### src/rtl/apu_frame_sequencer.sv
// APU frame sequencer: divides the APU tick into sequencer steps and emits the
// quarter-frame / half-frame clocks plus the sticky 4-step frame interrupt.
module apu_frame_sequencer #(
  parameter int STEP_DIV  = 3729,
  parameter int DIV_WIDTH = 12
) (
  input  logic       clk,
  input  logic       rst_n,
  input  logic       tick,
  input  logic       cfg_wr,
  input  logic       cfg_mode,
  input  logic       cfg_irq_inhibit,
  input  logic       irq_ack,
  output logic       quarter_frame,
  output logic       half_frame,
  output logic       frame_irq,
  output logic [2:0] step
);

  typedef enum logic [2:0] {
    S0 = 3'd0,
    S1 = 3'd1,
    S2 = 3'd2,
    S3 = 3'd3,
    S4 = 3'd4
  } step_e;

  localparam logic [DIV_WIDTH-1:0] DIV_LAST = DIV_WIDTH'(STEP_DIV - 1);

  logic [DIV_WIDTH-1:0] div;
  step_e                cur;
  logic                 mode;
  logic                 irq_inhibit;

  step_e next_step;
  logic  q_hit;
  logic  h_hit;
  logic  irq_hit;
  logic  boundary;

  // A config write restarts the sequence, so a coinciding boundary is dropped.
  assign boundary = tick && (div == DIV_LAST) && !cfg_wr;

  // Pulse pattern and successor for the step being left at the next boundary.
  always_comb begin
    // NOTE: every always_comb output gets a default first so no latch is inferred.
    q_hit     = 1'b0;
    h_hit     = 1'b0;
    irq_hit   = 1'b0;
    next_step = S0;
    case (cur)
      S0: begin
        q_hit     = 1'b1;
        next_step = S1;
      end
      S1: begin
        q_hit     = 1'b1;
        h_hit     = 1'b1;
        next_step = S2;
      end
      S2: begin
        q_hit     = 1'b1;
        next_step = S3;
      end
      S3: begin
        if (!mode) begin
          q_hit     = 1'b1;
          h_hit     = 1'b1;
          irq_hit   = !irq_inhibit;
          next_step = S0;
        end else begin
          next_step = S4;
        end
      end
      S4: begin
        q_hit     = 1'b1;
        h_hit     = 1'b1;
        next_step = S0;
      end
      default: next_step = S0;
    endcase
  end

  always_ff @(posedge clk) begin
    if (!rst_n) begin
      div           <= '0;
      cur           <= S0;
      mode          <= 1'b0;
      irq_inhibit   <= 1'b0;
      quarter_frame <= 1'b0;
      half_frame    <= 1'b0;
      frame_irq     <= 1'b0;
    end else begin
      // NOTE: sequential state uses non-blocking assignments; the pulse defaults
      // below are overridden later in the same block to make one-clk pulses.
      quarter_frame <= 1'b0;
      half_frame    <= 1'b0;
      if (cfg_wr) begin
        mode          <= cfg_mode;
        irq_inhibit   <= cfg_irq_inhibit;
        div           <= '0;
        cur           <= S0;
        quarter_frame <= cfg_mode;
        half_frame    <= cfg_mode;
      end else if (tick) begin
        if (div == DIV_LAST) begin
          div           <= '0;
          cur           <= next_step;
          quarter_frame <= q_hit;
          half_frame    <= h_hit;
        end else begin
          div <= div + 1'b1;
        end
      end
      // Setting the interrupt takes priority over any clear in the same cycle.
      if (boundary && irq_hit) begin
        frame_irq <= 1'b1;
      end else if (irq_ack || (cfg_wr && cfg_irq_inhibit)) begin
        frame_irq <= 1'b0;
      end
    end
  end

  assign step = cur;

endmodule
### config.mk
export PLATFORM = sky130hd
export DESIGN_NAME = apu_frame_sequencer
export DESIGN_NICKNAME = d
export VERILOG_FILES = /design/src/rtl/apu_frame_sequencer.sv
export SDC_FILE = /design/constraint.sdc
export NUM_CORES = 1
export LEC_CHECK = 0
export BUFFER_PORTS_ARGS = -buffer_cell sky130_fd_sc_hd__buf_2
export CAP_MARGIN = 10
export CORE_AREA = 2 2 56 58
export CTS_CLUSTER_SIZE = 10
export DETAILED_ROUTE_END_ITERATION = 12
export DIE_AREA = 0 0 58 60
export GPL_TIMING_DRIVEN = 0
export PLACE_DENSITY_LB_ADDON = 0.3
export SYNTH_ARGS = -nofsm -noshare
export SYNTH_HDL_FRONTEND = slang
export SYNTH_SLANG_ARGS = --single-unit
### constraint.sdc
create_clock -name clk -period 4.2 [get_ports clk]
set_input_delay 0.42 -clock clk [delete_from_list [all_inputs] [get_ports clk]]
set_output_delay 0.42 -clock clk [all_outputs]
set_load 0.03 [all_outputs]
==> impl_summary.md <==
Place
The wire-length estimate of the detail-placed layout is 1.28 mm. Port buffering added 11 buffers. The final weighted congestion in routability-driven placement is around 0.79.

Before CTS, the worst setup slack after placement is approximately 2.6 ns.

Pwr
The combinational group share of total power is 4.8%. For this design the ratio of total power to cell area is between 300 and 400 nW/µm². Net switching is between 20% and 30% of the power.

The maximum vdd ir drop is 0.000204 V. For this design the total switching power over the nets is between 0.07 and 0.08 mW. The cell leakage power is between 0.4 and 0.5 nW.

The share of total power in sequential cells is between 50% and 60%. The internal portion of the total power is roughly 0.30 mW. The total power draw is approximately 0.37 mW.

The clock network is responsible for a little over two fifths of the overall power.

Hold path
Along the worst hold path, the cell count comes to 3. The class of the tightest hold or removal check is input port to register. The worst hold path begins at cfg_mode. For hold timing, the worst endpoint is half_frame.

Synth
In this run, synthesis produced a sequential element count of 20. The proportion of register bits with asynchronous set or reset after synthesis is 0%. In the synthesized netlist the dominant register cell turns out to be sky130_fd_sc_hd__dfxtp_1. After synthesis, the cell types taking the most area are sky130_fd_sc_hd__dfxtp_1 42%, sky130_fd_sc_hd__xnor2_1 7.3%, sky130_fd_sc_hd__nor2_1 6.3%, sky130_fd_sc_hd__mux2i_1 3.1%, sky130_fd_sc_hd__nand3_1 3.1%. The sequential element share of the synthesized area is 41.9%. Summed over all instances, the cell type with the most area after synthesis is sky130_fd_sc_hd__dfxtp_1.

The synthesized design contains 0 enable-type register cells. The gate count of the mapped netlist is around 110. By count the netlist is led by 20 x sky130_fd_sc_hd__dfxtp_1, 16 x sky130_fd_sc_hd__nor2_1, 8 x sky130_fd_sc_hd__xnor2_1. For this run, the number of Yosys warnings is 0. The net count of the mapped netlist is 114.

The cell area that synthesis handed to floorplanning was ~960 µm². The per-instance average area after synthesis is between 9 and 10 µm². The proportion of netlist area held by the largest area contributor is 41.9%. The number of different library cells in the post-synthesis netlist is 28. The dominant cell by count in the synthesized netlist is sky130_fd_sc_hd__dfxtp_1.

STA
The transition time at the pin with the least slew margin is ~0.26 ns. The count of final setup violators is 0. The maximum achievable frequency is approximately 0.65 GHz.

The setup TNS is 0 ns. The final number of max-transition violations came to 0. The worst pin sits at a relative slew slack of between 80% and 90%. Between clock sinks in the finished design, the worst skew comes to 0.0147 ns.

Setup repair after global routing left no endpoint under its margin. The total count of hold-check failures in the final report is 0. The shortest clock period the worst path allows after layout is 1.54 ns. Once routing completed, OpenROAD measured the worst setup slack at 2.66 ns. The final clock period utilization by the worst path is roughly 37%.

Floorplanning
For this configuration, the core starts out at a cell density of around a third. The count of pins on the block boundary is 13. The number of rows created at floorplan is 20.

The core region is roughly 2900 µm². The floorplan die area is ~3500 µm². The die height is approximately 60 µm. The overall die width is 58 µm.

Global routing
The via count of the first global-routing pass is between 600 and 700. For this run the aggregate overflow at the end of global routing stands at 0. Entering global routing, the biggest net connects 13 pins. The initial antenna violation count is 0. The first-pass GRT wire length is a little over 3 mm. Global routing used roughly 12% of the available tracks.

Setup path
The most critical setup path has its startpoint at div[0]. The family with the most delay on the worst path is simple AND/OR/NAND/NOR gates. On the worst path, the slowest cell contributes a delay of 0.42 ns. The endpoint type of the worst setup path is a register. The worst setup path is launched from a register. The cell depth of the worst flop-to-flop path is 7. The critical path goes through inv_1 > ha_1 > and4b_1 > nand3_1 > nand2b_1 > buf_2 > nor2_1. The slowest stage of the critical path belongs to the cell sky130_fd_sc_hd__dfxtp_1.

STA puts the critical path data arrival time at 1.79 ns. In this run the critical register-to-register path is launched from div[0]. The number of buffers and inverters on the critical path is 2. At the worst endpoint, the required time is roughly 4.5 ns. The capture point of the worst reg-to-reg path is div[10]. The largest fanout of any net on the critical path is 10. The critical path in this run is classified as register to register. The register-to-register setup slack is roughly 2.7 ns.

CTS
The clock root buffer is sky130_fd_sc_hd__clkbuf_4. The TritonCTS buffer count is 3. The TritonCTS sink count is 20. In this run the number of H-tree levels came out at 1.

The largest buffer count on any clock path is 2. The clock reaches the later pin of the worst-skew pair after around 0.31 ns. Hold repair after CTS inserted 0 buffers.

The clock tree from TritonCTS is built. After clock tree synthesis, the clock-pin slew on the worst setup and hold paths is 0.13 ns. After clock tree synthesis, the setup repair step added 0 buffers. The post-cts resize count is 0.

Run status
The run finished with clean final reports.

Flow run
The number of maximum-capacitance violations is 0.

Detailed routing
Dividing the detail-routed wire length by the instance count gives between 10 and 15 µm. In the routed layout, each cell is associated on average with a via count of about 5.1. The number of vias after detailed routing is approximately 770. The first TritonRoute pass finished after 4 iterations.

For this block, the initial DRC count from the detailed router was 24. The total detailed-routing wirelength is between 1.5 and 2 mm. In this run the remaining antenna-violating nets after routing total 0. The DRC violation count after routing is 0.

Final layout
The antenna cell count is 0. The growth of design area from synthesis to finish is 15.6%. Cells with a size suffix above 1 make up 19.2% of the layout.

After the last flow step, the layout net total stands at 130.
-- registers in the layout, summed over array words and instances, names as in the netlist --
register,count
div,12
irq_inhibit,1
step,3
frame_irq,1
quarter_frame,1
mode,1
half_frame,1
-- kinds of logic (layout without fill, tap and decap cells) --
kind of cell / Yosys count / in the layout / synth area share (%)
buffers and inverters: 8 / 23 / 3.66
and+or+nand+nor: 50 / 50 / 30.5
muxes: 3 / 3 / 3.14
adders and majority gates: 2 / 2 / 2.62
AOI/OAI and AO/OA: 11 / 11 / 8.12
DFF: 20 / 20 / 41.9
xor gates and xnor gates: 11 / 11 / 10.1
-- placed cells by master (no fill, tap or decap), drive strengths merged --
cell and n:
and4b 1, nand4 3, mux2i 3, ha 2, nor4 2, nor2 16
nor3 5, xor2 3, nand3 6, nand4b 1, buf 13, bufinv 1
o41ai 1, and2 1, inv 6, o32ai 1, nand3b 1, dfxtp 20
and3 1, o21ai 2, clkbuf 3, xnor2 8, and4bb 2, a21oi 4
o31ai 1, a21boi 2, nand2 7, nand2b 4
-- layout make-up --
| cell class | count | area [µm²] |
|---|---|---|
| plain buffers | 2 | 12.5 |
| clock buffers | 3 | 22.5 |
| clock inverters | 1 | 30.0 |
| fillers | 304 | 1800 |
| inverters | 6 | 22.5 |
| multi-input cells | 77 | 520 |
| flip-flops and latches | 20 | 400 |
| well taps | 33 | 41.3 |
| repair buffers | 11 | 55.1 |
-- power by group through the flow --
stage	Combinational, mW	Clock [mW]	Sequential [mW]
4_1_cts	0.0179	0.167	0.194
3_5_place_dp	0.0178	0	0.198
2_1_floorplan	0.00957	0	0.200
5_1_grt	0.0197	0.173	0.195
3_3_place_gp	0.0176	0	0.198
6_report	0.0179	0.160	0.194
-- per-stage QoR --
step           area (µm²)  hold slack, ns  util (%)  cells
4_1_cts              1100           0.326      38.1    153
6_report             1100           0.340      38.1    153
3_5_place_dp         1050           0.461      36.3    149
3_3_place_gp         1050           0.458      36.3    149
5_1_grt              1100           0.341      38.1    153
2_1_floorplan         956           0.438         -    105
-- worst min-delay path, cell delays in order --
cell	delay, ns
sky130_fd_sc_hd__buf_2	0.09
sky130_fd_sc_hd__nand3_1	0.06
sky130_fd_sc_hd__o31ai_1	0.06
-- routing by layer --
| metal | vias up | part of all wire (%) | routed length (µm) | GRT usage [%] |
|---|---|---|---|---|
| met3 | 6 | 7.0 | 124 | 4.33 |
| met2 | 27 | 45 | 797 | 18.5 |
| met1 | 348 | 46 | 824 | 14.6 |
| li1 | 393 | - | - | - |
| met4 | 0 | 1.7 | 30 | 2.99 |
| met5 | - | 0 | 0 | 0 |
-- worst max path at each step --
stage	to	slack [ns]	cells past startpoint
final	div[10]	2.66	7
after global routing	div[1]	2.52	7
after CTS	div[10]	2.63	7
after detailed placement	div[10]	2.65	6
after global placement	div[7]	2.68	6
after floorplan	frame_irq	2.82	5
(Power assumes the default switching activity.)
